**src/rtl/elink_tx_arbiter_if.sv**
```systemverilog
// Bundle of emesh transmit-channel inputs and the arbitrated elink-side output.
// The slave modport is the arbiter view; master is the surrounding fabric.
interface elink_tx_arbiter_if #(
    parameter int unsigned NCH = 3,
    parameter int unsigned PW  = 104,
    parameter int unsigned CW  = $clog2(NCH)
);
    logic [NCH-1:0]    in_access;
    logic [NCH*PW-1:0] in_packet;
    logic [NCH-1:0]    in_wait;
    logic              out_access;
    logic [PW-1:0]     out_packet;
    logic [CW-1:0]     out_channel;
    logic              out_wait;
    logic [31:0]       xfer_count;

    modport master (
        output in_access, in_packet, out_wait,
        input  in_wait, out_access, out_packet, out_channel, xfer_count
    );

    modport slave (
        input  in_access, in_packet, out_wait,
        output in_wait, out_access, out_packet, out_channel, xfer_count
    );
endinterface

```
**src/rtl/elink_tx_arbiter.sv**
```systemverilog
// Merges NCH emesh transmit channels into one registered elink packet stream,
// with fixed-priority or round-robin arbitration and downstream backpressure.
module elink_tx_arbiter #(
    parameter int unsigned NCH  = 3,
    parameter int unsigned PW   = 104,
    parameter int unsigned MODE = 1,
    parameter int unsigned CW   = $clog2(NCH)
) (
    input logic              clock,
    input logic              reset,
    elink_tx_arbiter_if.slave bus
);
    logic           stall;
    logic           grant_valid;
    logic [CW-1:0]  grant;
    logic           xfer;
    logic [NCH-1:0] grant_onehot;

    logic           out_access_q, out_access_d;
    logic [PW-1:0]  out_packet_q, out_packet_d;
    logic [CW-1:0]  out_channel_q, out_channel_d;
    logic [CW-1:0]  rr_ptr_q, rr_ptr_d;
    logic [31:0]    xfer_count_q, xfer_count_d;

    assign stall = out_access_q & bus.out_wait;

    // Search starts at rr_ptr in round-robin mode, at channel 0 in fixed-priority mode.
    always_comb begin : grant_search
        int unsigned base;
        grant_valid = 1'b0;
        grant       = '0;
        base        = (MODE == 1) ? 32'(rr_ptr_q) : 32'd0;
        for (int unsigned k = 0; k < NCH; k++) begin
            int unsigned idx;
            idx = base + k;
            if (idx >= NCH) idx = idx - NCH;
            if (!grant_valid && bus.in_access[CW'(idx)]) begin
                grant_valid = 1'b1;
                grant       = CW'(idx);
            end
        end
    end

    always_comb begin
        grant_onehot        = '0;
        grant_onehot[grant] = 1'b1;
        xfer                = grant_valid & ~stall & ~reset;
        if (reset || stall) begin
            bus.in_wait = '1;
        end else if (grant_valid) begin
            bus.in_wait = ~grant_onehot;
        end else begin
            bus.in_wait = '0;
        end
    end

    always_comb begin
        out_access_d  = out_access_q;
        out_packet_d  = out_packet_q;
        out_channel_d = out_channel_q;
        rr_ptr_d      = rr_ptr_q;
        xfer_count_d  = xfer_count_q + 32'(xfer);
        if (!stall) begin
            out_access_d = |bus.in_access;
            if (grant_valid) begin
                out_packet_d  = bus.in_packet[32'(grant)*PW +: PW];
                out_channel_d = grant;
            end
        end
        if (MODE == 1 && xfer) begin
            rr_ptr_d = (grant == CW'(NCH - 1)) ? '0 : grant + 1'b1;
        end
    end

    always_ff @(posedge clock) begin
        if (reset) begin
            out_access_q  <= 1'b0;
            out_packet_q  <= '0;
            out_channel_q <= '0;
            rr_ptr_q      <= '0;
            xfer_count_q  <= '0;
        end else begin
            out_access_q  <= out_access_d;
            out_packet_q  <= out_packet_d;
            out_channel_q <= out_channel_d;
            rr_ptr_q      <= rr_ptr_d;
            xfer_count_q  <= xfer_count_d;
        end
    end

    assign bus.out_access  = out_access_q;
    assign bus.out_packet  = out_packet_q;
    assign bus.out_channel = out_channel_q;
    assign bus.xfer_count  = xfer_count_q;
endmodule
```
**src/flat_wrapper.sv**
```systemverilog
// flat-port wrapper written by rule: the top's interface ports become plain ports
module elink_tx_arbiter_flat 
#(
    parameter int unsigned NCH  = 3,
    parameter int unsigned PW   = 104,
    parameter int unsigned MODE = 1,
    parameter int unsigned CW   = $clog2(NCH)
)
  (clock, reset, bus_in_access, bus_in_packet, bus_out_wait, bus_in_wait, bus_out_access, bus_out_packet, bus_out_channel, bus_xfer_count);
  elink_tx_arbiter_if #(.NCH(NCH), .PW(PW), .CW(CW)) bus_i ();
  input logic clock;
  input logic reset;
  input wire logic [$bits(bus_i.in_access)-1:0] bus_in_access;
  input wire logic [$bits(bus_i.in_packet)-1:0] bus_in_packet;
  input wire logic [$bits(bus_i.out_wait)-1:0] bus_out_wait;
  output wire logic [$bits(bus_i.in_wait)-1:0] bus_in_wait;
  output wire logic [$bits(bus_i.out_access)-1:0] bus_out_access;
  output wire logic [$bits(bus_i.out_packet)-1:0] bus_out_packet;
  output wire logic [$bits(bus_i.out_channel)-1:0] bus_out_channel;
  output wire logic [$bits(bus_i.xfer_count)-1:0] bus_xfer_count;
  assign bus_i.in_access = bus_in_access;
  assign bus_i.in_packet = bus_in_packet;
  assign bus_i.out_wait = bus_out_wait;
  assign bus_in_wait = bus_i.in_wait;
  assign bus_out_access = bus_i.out_access;
  assign bus_out_packet = bus_i.out_packet;
  assign bus_out_channel = bus_i.out_channel;
  assign bus_xfer_count = bus_i.xfer_count;
  elink_tx_arbiter #(.NCH(NCH), .PW(PW), .MODE(MODE), .CW(CW)) u_core (.clock(clock), .reset(reset), .bus(bus_i));
endmodule
```
**config.mk**
```make
export PLATFORM = sky130hd
export DESIGN_NAME = elink_tx_arbiter_flat
export DESIGN_NICKNAME = d
export VERILOG_FILES = /design/src/rtl/elink_tx_arbiter_if.sv /design/src/rtl/elink_tx_arbiter.sv /design/src/flat_wrapper.sv
export SDC_FILE = /design/constraint.sdc
export NUM_CORES = 1
export LEC_CHECK = 0
export ABC_AREA = 1
export CAP_MARGIN = 10
export CORE_AREA = 2 2 179 181
export CTS_CLUSTER_SIZE = 25
export DETAILED_ROUTE_END_ITERATION = 10
export DIE_AREA = 0 0 181 183
export SYNTH_ARGS = -nofsm -noshare
export SYNTH_HDL_FRONTEND = slang
export SYNTH_SLANG_ARGS = --single-unit
export TNS_END_PERCENT = 100
```
**constraint.sdc**
```tcl
create_clock -name clock -period 4.2 [get_ports clock]
set_input_delay 0.42 -clock clock [delete_from_list [all_inputs] [get_ports clock]]
set_output_delay 0.42 -clock clock [all_outputs]
set_load 0.1 [all_outputs]
```
==> results of run 1 <==
[metrics by stage]
step	cell area (sq um)	hold slack, ns	power, mW	setup WS (ns)
3_5_place_dp	12610	0.4894	10.67	0.6168
2_1_floorplan	7769	0.5313	8.338	1.007
5_1_grt	13200	0.5250	12.94	0.3721
4_1_cts	13200	0.5020	12.27	0.7558
6_report	13200	0.5021	12.17	0.7133
3_3_place_gp	12610	0.4638	10.63	0.6550
[registers in the layout, summed over array words and instances, names as in the netlist]
register / count
u_core.bus.out_packet: 104
u_core.bus.xfer_count: 32
u_core.bus.out_channel: 2
u_core.bus.out_access: 1
u_core.rr_ptr_q: 2
[layer usage]
metal	vias up	routed length, um	GRT usage
met2	352	17540	0.3609
met1	4474	15220	0.2504
met5	-	0	0
met4	0	1070	0.07089
li1	4897	-	-
met3	44	2701	0.05679
[placed cells by master (no fill, tap or decap), types with 2 or more instances in the layout]
master	synthesis	routed
nor3b_1	3	3
inv_6	0	5
a31oi_1	2	2
nand3_1	131	131
clkdlybuf4s50_1	0	456
ha_1	5	5
dfxtp_1	141	141
nor3_1	14	14
clkinv_2	0	4
xnor2_1	2	2
o21ai_0	121	121
clkinvlp_4	0	4
buf_4	3	15
nor2_1	35	35
nand4_1	7	7
nand3b_1	2	2
nand2_4	0	3
inv_1	49	48
inv_2	5	2
buf_12	0	4
a21oi_1	226	226
bufinv_16	0	2
clkbuf_16	0	17
or2_2	4	4
xor2_1	4	4
nor4_1	4	4
nand2_1	369	369
[power by group]
group / switching (mW) / internal, mW / leakage (nW) / total (mW)
logic: 6.42 / 2.20 / 3.99 / 8.62
registers: 0.214 / 1.77 / 1.16 / 1.99
clock network: 0.662 / 0.905 / 0.279 / 1.57
total: 7.30 / 4.88 / 5.44 / 12.2
[critical path, cell delays in order (launching register included)]
cell,delay (ns)
dfxtp_1,0.35
inv_1,0.07
ha_1,0.35
inv_1,0.11
nand2_1,0.06
nand3_1,0.06
nand2_1,0.09
nor2_2,0.18
nand2_1,0.16
nand2_4,0.09
buf_4,0.45
clkinv_2,0.59
buf_12,0.36
o21ai_0,0.26
a21oi_1,0.06
[final timing paths]
kind / to / slack (ns) / cells after the start
max: u_core.bus.out_packet[70] / 0.71 / 14
min: u_core.bus.xfer_count[28] / 0.50 / 2
max reg2reg: u_core.bus.out_packet[70] / 0.71 / 14
min reg2reg: u_core.bus.xfer_count[28] / 0.50 / 2
[layout make-up]
type | instances | area share
multi-input cells | 937 | 0.3270
clock buffers | 19 | 0.03355
well taps | 402 | 0.03810
inverters | 54 | 0.01583
clock inverters | 13 | 0.01137
flip-flops and latches | 141 | 0.2138
repair buffers | 475 | 0.3603
[cell families after synthesis]
group	share of synthesized area
and+or+nand+nor	0.3108
DFF	0.3633
buffers and inverters	0.08375
xor gates and xnor gates	0.006764
adders and majority gates	0.008053
AOI/OAI and AO/OA	0.2273
==> results.json, run 1 <==
{
  "period_needed_ns": 3.487,
  "min_period_over_period": 0.8302,
  "critPathMaxFanout": 71,
  "startpoint": "u_core.rr_ptr_q[0]",
  "antenna_found_initial": 0,
  "cp.arrival_ns": 3.79,
  "clock_path_buffers": 2,
  "power.density_mw_per_mm2": 921.9,
  "required_ns": 4.51,
  "synth.distinct_cells": 29,
  "clock_latency_ns": 0.42,
  "synthTopCellsByCount": "nand2_1, a21oi_1, dfxtp_1",
  "rows": 65,
  "firstDrtPassIters": 5,
  "ios": 460,
  "via_count": 9767,
  "cts-resized-gates": 0,
  "dpl.cell_count": 2009,
  "synth-edff-count": 0,
  "num_antenna_cells": 0,
  "status": "finished clean",
  "syn_area_per_cell_sq_um": 6.342,
  "wl_mm": 36.54,
  "maxCapViolCount": 0,
  "postCtsSetupRepairBufs": 0,
  "tightest_slew_ns": 1.117,
  "register_area_sq_mm": 0.002823,
  "fin_util": 0.4228,
  "finalSetupViolations": 0,
  "grt_pass1_wl_mm": 53.77,
  "drive_above_1_share": 0.03966,
  "drtIter0Drc": 562,
  "ant_nets": 0,
  "synth_most_common_cell": "nand2_1",
  "die_area_sq_mm": 0.03312,
  "track_usage": 0.2087,
  "drc_errors": 0,
  "hpwl_mm": 26.58,
  "io_buffers": 459,
  "synthFlopType": "dfxtp_1",
  "multiInputGateArea_sq_mm": 0.004318,
  "initial_core_util": 0.2488,
  "power_leakage_nw": 5.438,
  "finalClockSkew_ns": 0.01552,
  "peakVddDrop_v": 0.0007249,
  "cts_sinks": 141,
  "die_w_um": 181,
  "grt_remaining_overflow": 0,
  "numCtsBuffers": 17,
  "routedWlPerCell_um": 17.90,
  "clkTransAtPathRegs_ns": 0.07,
  "syn_to_final_growth_pct": 69.95,
  "clock.fmax_mhz": 286.8,
  "worstHoldPathType": "reg -> reg",
  "cts_hold_buf": 0,
  "fillers": 3270,
  "yosys_warnings": 0,
  "globalplace.congestion": 0.9059,
  "synth_nets": 1548,
  "rr_startpoint": "u_core.rr_ptr_q[0]",
  "cts_tree": "done",
  "synth.area.top_cells": "dfxtp_1, nand2_1, a21oi_1, nand3_1, o21ai_0",
  "via_per_inst": 4.785,
  "nNetsFinal": 1949,
  "slew_viol_final": 0,
  "critPathKind": "reg -> reg",
  "netlist.area_leader.share": 0.3633,
  "grt_setup_unrepaired": "false",
  "synth_seq_cells": 141,
  "ctsHtreeMaxLevel": 4,
  "synth_top_area_cell": "dfxtp_1",
  "cts_root_buf": "clkbuf_16",
  "tns_ns": 0,
  "instances_no_fill": 2041,
  "hp-start": "u_core.bus.xfer_count[28]",
  "async_flop_share": 0,
  "grt_pass1_vias": 9393,
  "hold_viol_final": 0,
  "grt_max_degree": 72,
  "syn_area_sq_mm": 0.007769,
  "yosysSeqAreaShare": 0.3633,
  "end_kind": "flip-flop",
  "crit_path_start_kind": "flip-flop",
  "dieHeight_um": 183,
  "core_area_sq_mm": 0.03123,
  "syn-instance-count": 1225,
  "slew_headroom": 0.2528
}
Note: power is estimated with default switching activity, not from simulation.
==> run 2, diff against run 1 <==
--- a/config.mk
+++ b/config.mk
@@ -7,10 +7,10 @@
 export LEC_CHECK = 0
 export ABC_AREA = 1
 export CAP_MARGIN = 10
-export CORE_AREA = 2 2 179 181
+export CORE_AREA = 2 2 176 178
 export CTS_CLUSTER_SIZE = 25
 export DETAILED_ROUTE_END_ITERATION = 10
-export DIE_AREA = 0 0 181 183
+export DIE_AREA = 0 0 178 180
 export SYNTH_ARGS = -nofsm -noshare
 export SYNTH_HDL_FRONTEND = slang
 export SYNTH_SLANG_ARGS = --single-unit
==> constraint.sdc (replaced) <==
create_clock -name clock -period 3.2 [get_ports clock]
set_input_delay 0.32 -clock clock [delete_from_list [all_inputs] [get_ports clock]]
set_output_delay 0.32 -clock clock [all_outputs]
set_load 0.1 [all_outputs]
==> run 2 against run 1 <==
Net effect: first-iteration DRC count is 5.5% higher; fmax rose by 18%; critical path depth increased by 7; power grew 32%; setup slack worse by 0.46 ns; final area grew 0.69%; sequential share of layout area down 0.13 points; cell count is 0.24% higher; hold slack worse by 0.0012 ns; sequential cell count unchanged; clock power rose by 27%; critical path type unchanged.
==> results.json, run 2 (synthesis gave the netlist of run 1 again) <==
{
  "slowest_delay_ns": 0.34,
  "grt_pass1_wl_mm": 53.66,
  "grt_pass1_vias": 9463,
  "clock.fmax_mhz": 339.3,
  "min_period_over_period": 0.9209,
  "finalClockSkew_ns": 0.01135,
  "grt_max_degree": 83,
  "clock_path_buffers": 2,
  "cts_sinks": 141,
  "switching_share": 0.5977,
  "cts_root_buf": "clkbuf_16",
  "required_ns": 3.51,
  "wl_met2_mm": 17.62,
  "clock_power_share": 0.125,
  "finalPower_mw": 16.01,
  "initial_core_util": 0.2573,
  "top_layer": "met4",
  "die_area_sq_mm": 0.03204,
  "clock_latency_ns": 0.42,
  "peakVddDrop_v": 0.0006029,
  "critPathKind": "reg -> reg",
  "nNetsFinal": 1959,
  "period_needed_ns": 2.947,
  "path_cells": "inv_1, ha_4, inv_1, nand2_1, nand3_1, nand2_1, nor2_2, nand2_1, nand2_4, nor2_2, ha_2, ha_1, nand3_1, nor2_2, nand3_2, nor2_4, nand2_1, nor2_2, nand3_1, o21ai_1, nor2_1",
  "worstRegToRegCells": 21,
  "crit_cells": 21,
  "io_buffers": 459,
  "cp.arrival_ns": 3.26,
  "drc_errors": 0,
  "switching_power_mw": 9.570,
  "largest_reg_flops": 104,
  "tns_ns": 0,
  "firstDrtPassIters": 5,
  "globalplace.congestion": 0.9301,
  "slew_viol_final": 0,
  "internal-power_mw": 6.440,
  "ctsHtreeMaxLevel": 4,
  "power_frac_seq": 0.163,
  "dieHeight_um": 180,
  "worstHoldPathType": "reg -> reg",
  "syn_to_final_growth_pct": 71.12,
  "via_count": 9786,
  "final_common_cell": "clkdlybuf4s50_1",
  "end_kind": "flip-flop",
  "clkTransAtPathRegs_ns": 0.07,
  "track_usage": 0.2158,
  "grt_remaining_overflow": 0,
  "slew_headroom": 0.2952,
  "reg2reg_setup_slack_ns": 0.25,
  "path_buf_inv": 2,
  "finalSetupViolations": 0,
  "place_worst_setup_slack_ns": -0.04635,
  "layout_common_cells": "clkdlybuf4s50_1, nand2_1, a21oi_1",
  "fin_ws_ns": 0.2530,
  "routedWlPerCell_um": 17.60,
  "critPathMaxFanout": 5,
  "drive_above_1_share": 0.06853,
  "tightest_slew_ns": 1.054,
  "drtIter0Drc": 593,
  "wl_mm": 36.01,
  "power_frac_comb": 0.713,
  "ios": 460,
  "hold_depth": 2,
  "status": "finished clean",
  "dr_wl_met3_mm": 2.710,
  "die_w_um": 178,
  "fillers": 3077,
  "crit_family": "simple AND/OR/NAND/NOR gates",
  "slowest_stage": "dfxtp_2",
  "maxCapViolCount": 0,
  "crit_path_start_kind": "flip-flop",
  "hpwl_mm": 26.40,
  "antenna_found_initial": 1,
  "power_leakage_nw": 5.540,
  "fin_util": 0.4404,
  "power.density_mw_per_mm2": 1204,
  "wl_met1_mm": 14.72,
  "ant_nets": 0,
  "numCtsBuffers": 17,
  "hold_viol_final": 0,
  "cts_tree": "done",
  "core_area_sq_mm": 0.03019,
  "rows": 64,
  "via_per_inst": 4.783
}
run 2: cell count changes in the layout (fill, tap and decap cells not counted), sizes merged:
cell,delta
buf,+35
clkdlybuf4s50,-25
clkinvlp,-1
inv,+2
bufinv,-1
diode,+1
run 2: repair_timing:
action	CTS	global route
resized for setup	0	16
buffers inserted	0	2
hold endpoints to repair	0	0
endpoints found under the setup margin	0	15
hold buffers	0	0
run 2: power by group through the flow:
stage | Sequential [mW] | Clock, mW | Combinational (mW)
after floorplan | 6.27 | 0 | 4.67
after global placement | 2.61 | 0 | 11.5
after detailed placement | 2.62 | 0 | 11.5
after CTS | 2.60 | 2.05 | 11.5
after global routing | 2.67 | 2.12 | 12.3
final | 2.61 | 2.00 | 11.4
run 2: path summary, 6_finish.rpt:
check | start | end
max reg2reg | u_core.rr_ptr_q[0] | u_core.bus.xfer_count[18]
max | u_core.rr_ptr_q[0] | u_core.bus.xfer_count[18]
min reg2reg | u_core.bus.xfer_count[31] | u_core.bus.xfer_count[31]
min | u_core.bus.xfer_count[31] | u_core.bus.xfer_count[31]
run 2: final cells by class:
| type | count | area, sq um | share of cell area |
|---|---|---|---|
| clock inverters | 13 | 130.1 | 0.009788 |
| well taps | 396 | 495.5 | 0.03727 |
| clock buffers | 19 | 442.9 | 0.03332 |
| diodes | 1 | 2.502 | 0.0001882 |
| repair buffers | 485 | 4820 | 0.3625 |
| flip-flops and latches | 141 | 2825 | 0.2125 |
| inverters | 54 | 210.2 | 0.01581 |
| multi-input cells | 937 | 4368 | 0.3286 |
run 2: metrics by stage:
stage          std cells  area [sq um]  hold slack [ns]
2_1_floorplan       1225          7769           0.4341
3_3_place_gp        2011         12650           0.4970
3_5_place_dp        2011         12650           0.5060
4_1_cts             2043         13220           0.5155
5_1_grt             2045         13290           0.5347
6_report            2046         13290           0.5009
run 2: worst min-delay path: stages, from the launching register on:
cell     delay (ns)
dfxtp_1        0.33
nand2_1        0.07
a21oi_1        0.05
run 2: routing by layer:
metal / vias up / global-route usage
li1: 4917 / -
met1: 4432 / 0.2585
met2: 389 / 0.3746
met3: 48 / 0.05351
met4: 0 / 0.06984
met5: - / 0
==> run 3, diff against run 2 <==
--- a/config.mk
+++ b/config.mk
@@ -7,10 +7,10 @@
 export LEC_CHECK = 0
 export ABC_AREA = 1
 export CAP_MARGIN = 10
-export CORE_AREA = 2 2 176 178
+export CORE_AREA = 2 2 178 180
 export CTS_CLUSTER_SIZE = 25
 export DETAILED_ROUTE_END_ITERATION = 10
-export DIE_AREA = 0 0 178 180
+export DIE_AREA = 0 0 180 182
 export SYNTH_ARGS = -nofsm -noshare
 export SYNTH_HDL_FRONTEND = slang
 export SYNTH_SLANG_ARGS = --single-unit
==> constraint.sdc (replaced) <==
create_clock -name clock -period 3.5 [get_ports clock]
set_input_delay 0.35 -clock clock [delete_from_list [all_inputs] [get_ports clock]]
set_output_delay 0.35 -clock clock [all_outputs]
set_load 0.1 [all_outputs]
==> run 3 against run 2 <==
Net effect: routed wire length grew 0.42%; via count grew 1.2%; largest power group unchanged; sequential power shrank 9.2%; die area grew 2.2%; clock-buffer cell count shrank 1.
==> results.json, run 3 (synthesis gave the netlist of run 1 again) <==
{
  "status": "finished clean",
  "routedWlPerCell_um": 17.69,
  "die_area_sq_mm": 0.03276,
  "cts_root_buf": "clkbuf_16",
  "critPathKind": "reg -> reg",
  "core_area_sq_mm": 0.03099,
  "firstDrtPassIters": 5,
  "fin_util": 0.4281,
  "end_kind": "flip-flop",
  "ios": 460,
  "cts_hold_buf": 0,
  "rows": 65,
  "initial_core_util": 0.2507,
  "clock_path_buffers": 2,
  "wl_mm": 36.16,
  "tightest_slew_ns": 1.173,
  "globalplace.congestion": 0.8622,
  "place_area_sq_mm": 0.01265,
  "power_leakage_nw": 5.465,
  "slowest_stage": "buf_4",
  "min_period_over_period": 0.9142,
  "power.density_mw_per_mm2": 1098,
  "grt_setup_unrepaired": "false",
  "largest_reg_flops": 104,
  "final_common_cell": "clkdlybuf4s50_1",
  "dieHeight_um": 182,
  "grt_pass1_wl_mm": 54.70,
  "path_buf_inv": 5,
  "finalClockSkew_ns": 0.01716,
  "drtIter0Drc": 604,
  "drive_above_1_share": 0.04446,
  "path_cells": "inv_1, ha_4, inv_1, nand2_1, nand3_1, nand2_1, nor2_2, nand2_1, nand2_4, buf_4, clkinv_2, buf_4, o21ai_0, a21oi_1",
  "antenna_found_initial": 2,
  "slew_viol_final": 0,
  "slowest_delay_ns": 0.63,
  "dpl.cell_count": 2011,
  "tns_ns": 0,
  "clock.fmax_mhz": 312.5,
  "crit_path_start_kind": "flip-flop",
  "finalSetupViolations": 0,
  "cp_common_cell": "nand2_1",
  "numCtsBuffers": 17,
  "clkTransAtPathRegs_ns": 0.06,
  "syn_to_final_growth_pct": 70.75,
  "maxCapViolCount": 0,
  "layout_common_cells": "clkdlybuf4s50_1, nand2_1, a21oi_1",
  "slew_headroom": 0.2158,
  "critPathMaxFanout": 86,
  "fin_area_sq_mm": 0.01327,
  "instances_no_fill": 2044,
  "worstHoldPathType": "reg -> reg",
  "cts_sinks": 141,
  "via_count": 9901,
  "die_w_um": 180,
  "grt_remaining_overflow": 0,
  "hpwl_mm": 26.15,
  "required_ns": 3.80,
  "grt_pass1_vias": 9638,
  "place_worst_setup_slack_ns": 0.1807,
  "clock_latency_ns": 0.42,
  "grt_max_degree": 121,
  "peakVddDrop_v": 0.0007867,
  "fin_ws_ns": 0.3005,
  "track_usage": 0.2109,
  "nNetsFinal": 1952,
  "period_needed_ns": 3.200,
  "crit_family": "buffers and inverters",
  "num_antenna_cells": 0,
  "cts_tree": "done",
  "hold_viol_final": 0,
  "cp.arrival_ns": 3.50,
  "io_buffers": 459,
  "via_per_inst": 4.844,
  "ctsHtreeMaxLevel": 4,
  "drc_errors": 0,
  "ant_nets": 0
}
-- run 3: report_power, final --
group | internal [mW] | switching [mW]
combinational | 2.69 | 7.63
clock | 1.07 | 0.811
sequential | 2.13 | 0.246
-- run 3: tightest hold or removal path: cells and delay by family, from the launching register on --
kind | cells | cell delay (ns)
and+or+nand+nor | 1 | 0.06
AOI/OAI and AO/OA | 1 | 0.06
DFF | 1 | 0.32
-- run 3: area by class of cell --
type	count	area, sq um
Fill cell	3225	17720
Timing Repair Buffer	478	4805
Multi-Input combinational cell	937	4343
Sequential cell	141	2823
Tap cell	402	503.0
Clock buffer	18	429.2
Inverter	54	206.4
Clock inverter	14	156.4
-- run 3: final timing paths --
kind                                                start                        end  slack (ns)  cells past startpoint
worst max-delay path                   u_core.rr_ptr_q[0]  u_core.bus.out_packet[61]        0.30                     14
worst min-delay path            u_core.bus.xfer_count[31]  u_core.bus.xfer_count[31]        0.49                      2
worst max register to register         u_core.rr_ptr_q[0]  u_core.bus.out_packet[61]        0.30                     14
worst min register to register  u_core.bus.xfer_count[31]  u_core.bus.xfer_count[31]        0.49                      2
-- run 3: stage by stage --
step / power [mW] / hold slack, ns
floorplan: 10.01 / 0.4641
global placement: 12.72 / 0.4647
detailed placement: 12.75 / 0.4741
CTS: 14.68 / 0.4871
global route: 15.54 / 0.5226
finish: 14.57 / 0.4888
-- run 3: layer usage --
| metal | vias to the layer above | global-route usage | part of all wire |
|---|---|---|---|
| li1 | 4898 | - | - |
| met1 | 4596 | 0.2567 | 0.42 |
| met2 | 361 | 0.3637 | 0.49 |
| met3 | 42 | 0.05616 | 0.070 |
| met4 | 4 | 0.06276 | 0.021 |
| met5 | - | 0 | 0.00075 |
-- run 3: timing repair --
| action | CTS | global route |
|---|---|---|
| setup buffers | 0 | 1 |
| gates resized for setup | 0 | 5 |
| endpoints found under the hold margin | 0 | 0 |
| endpoints found under the setup margin | 0 | 36 |
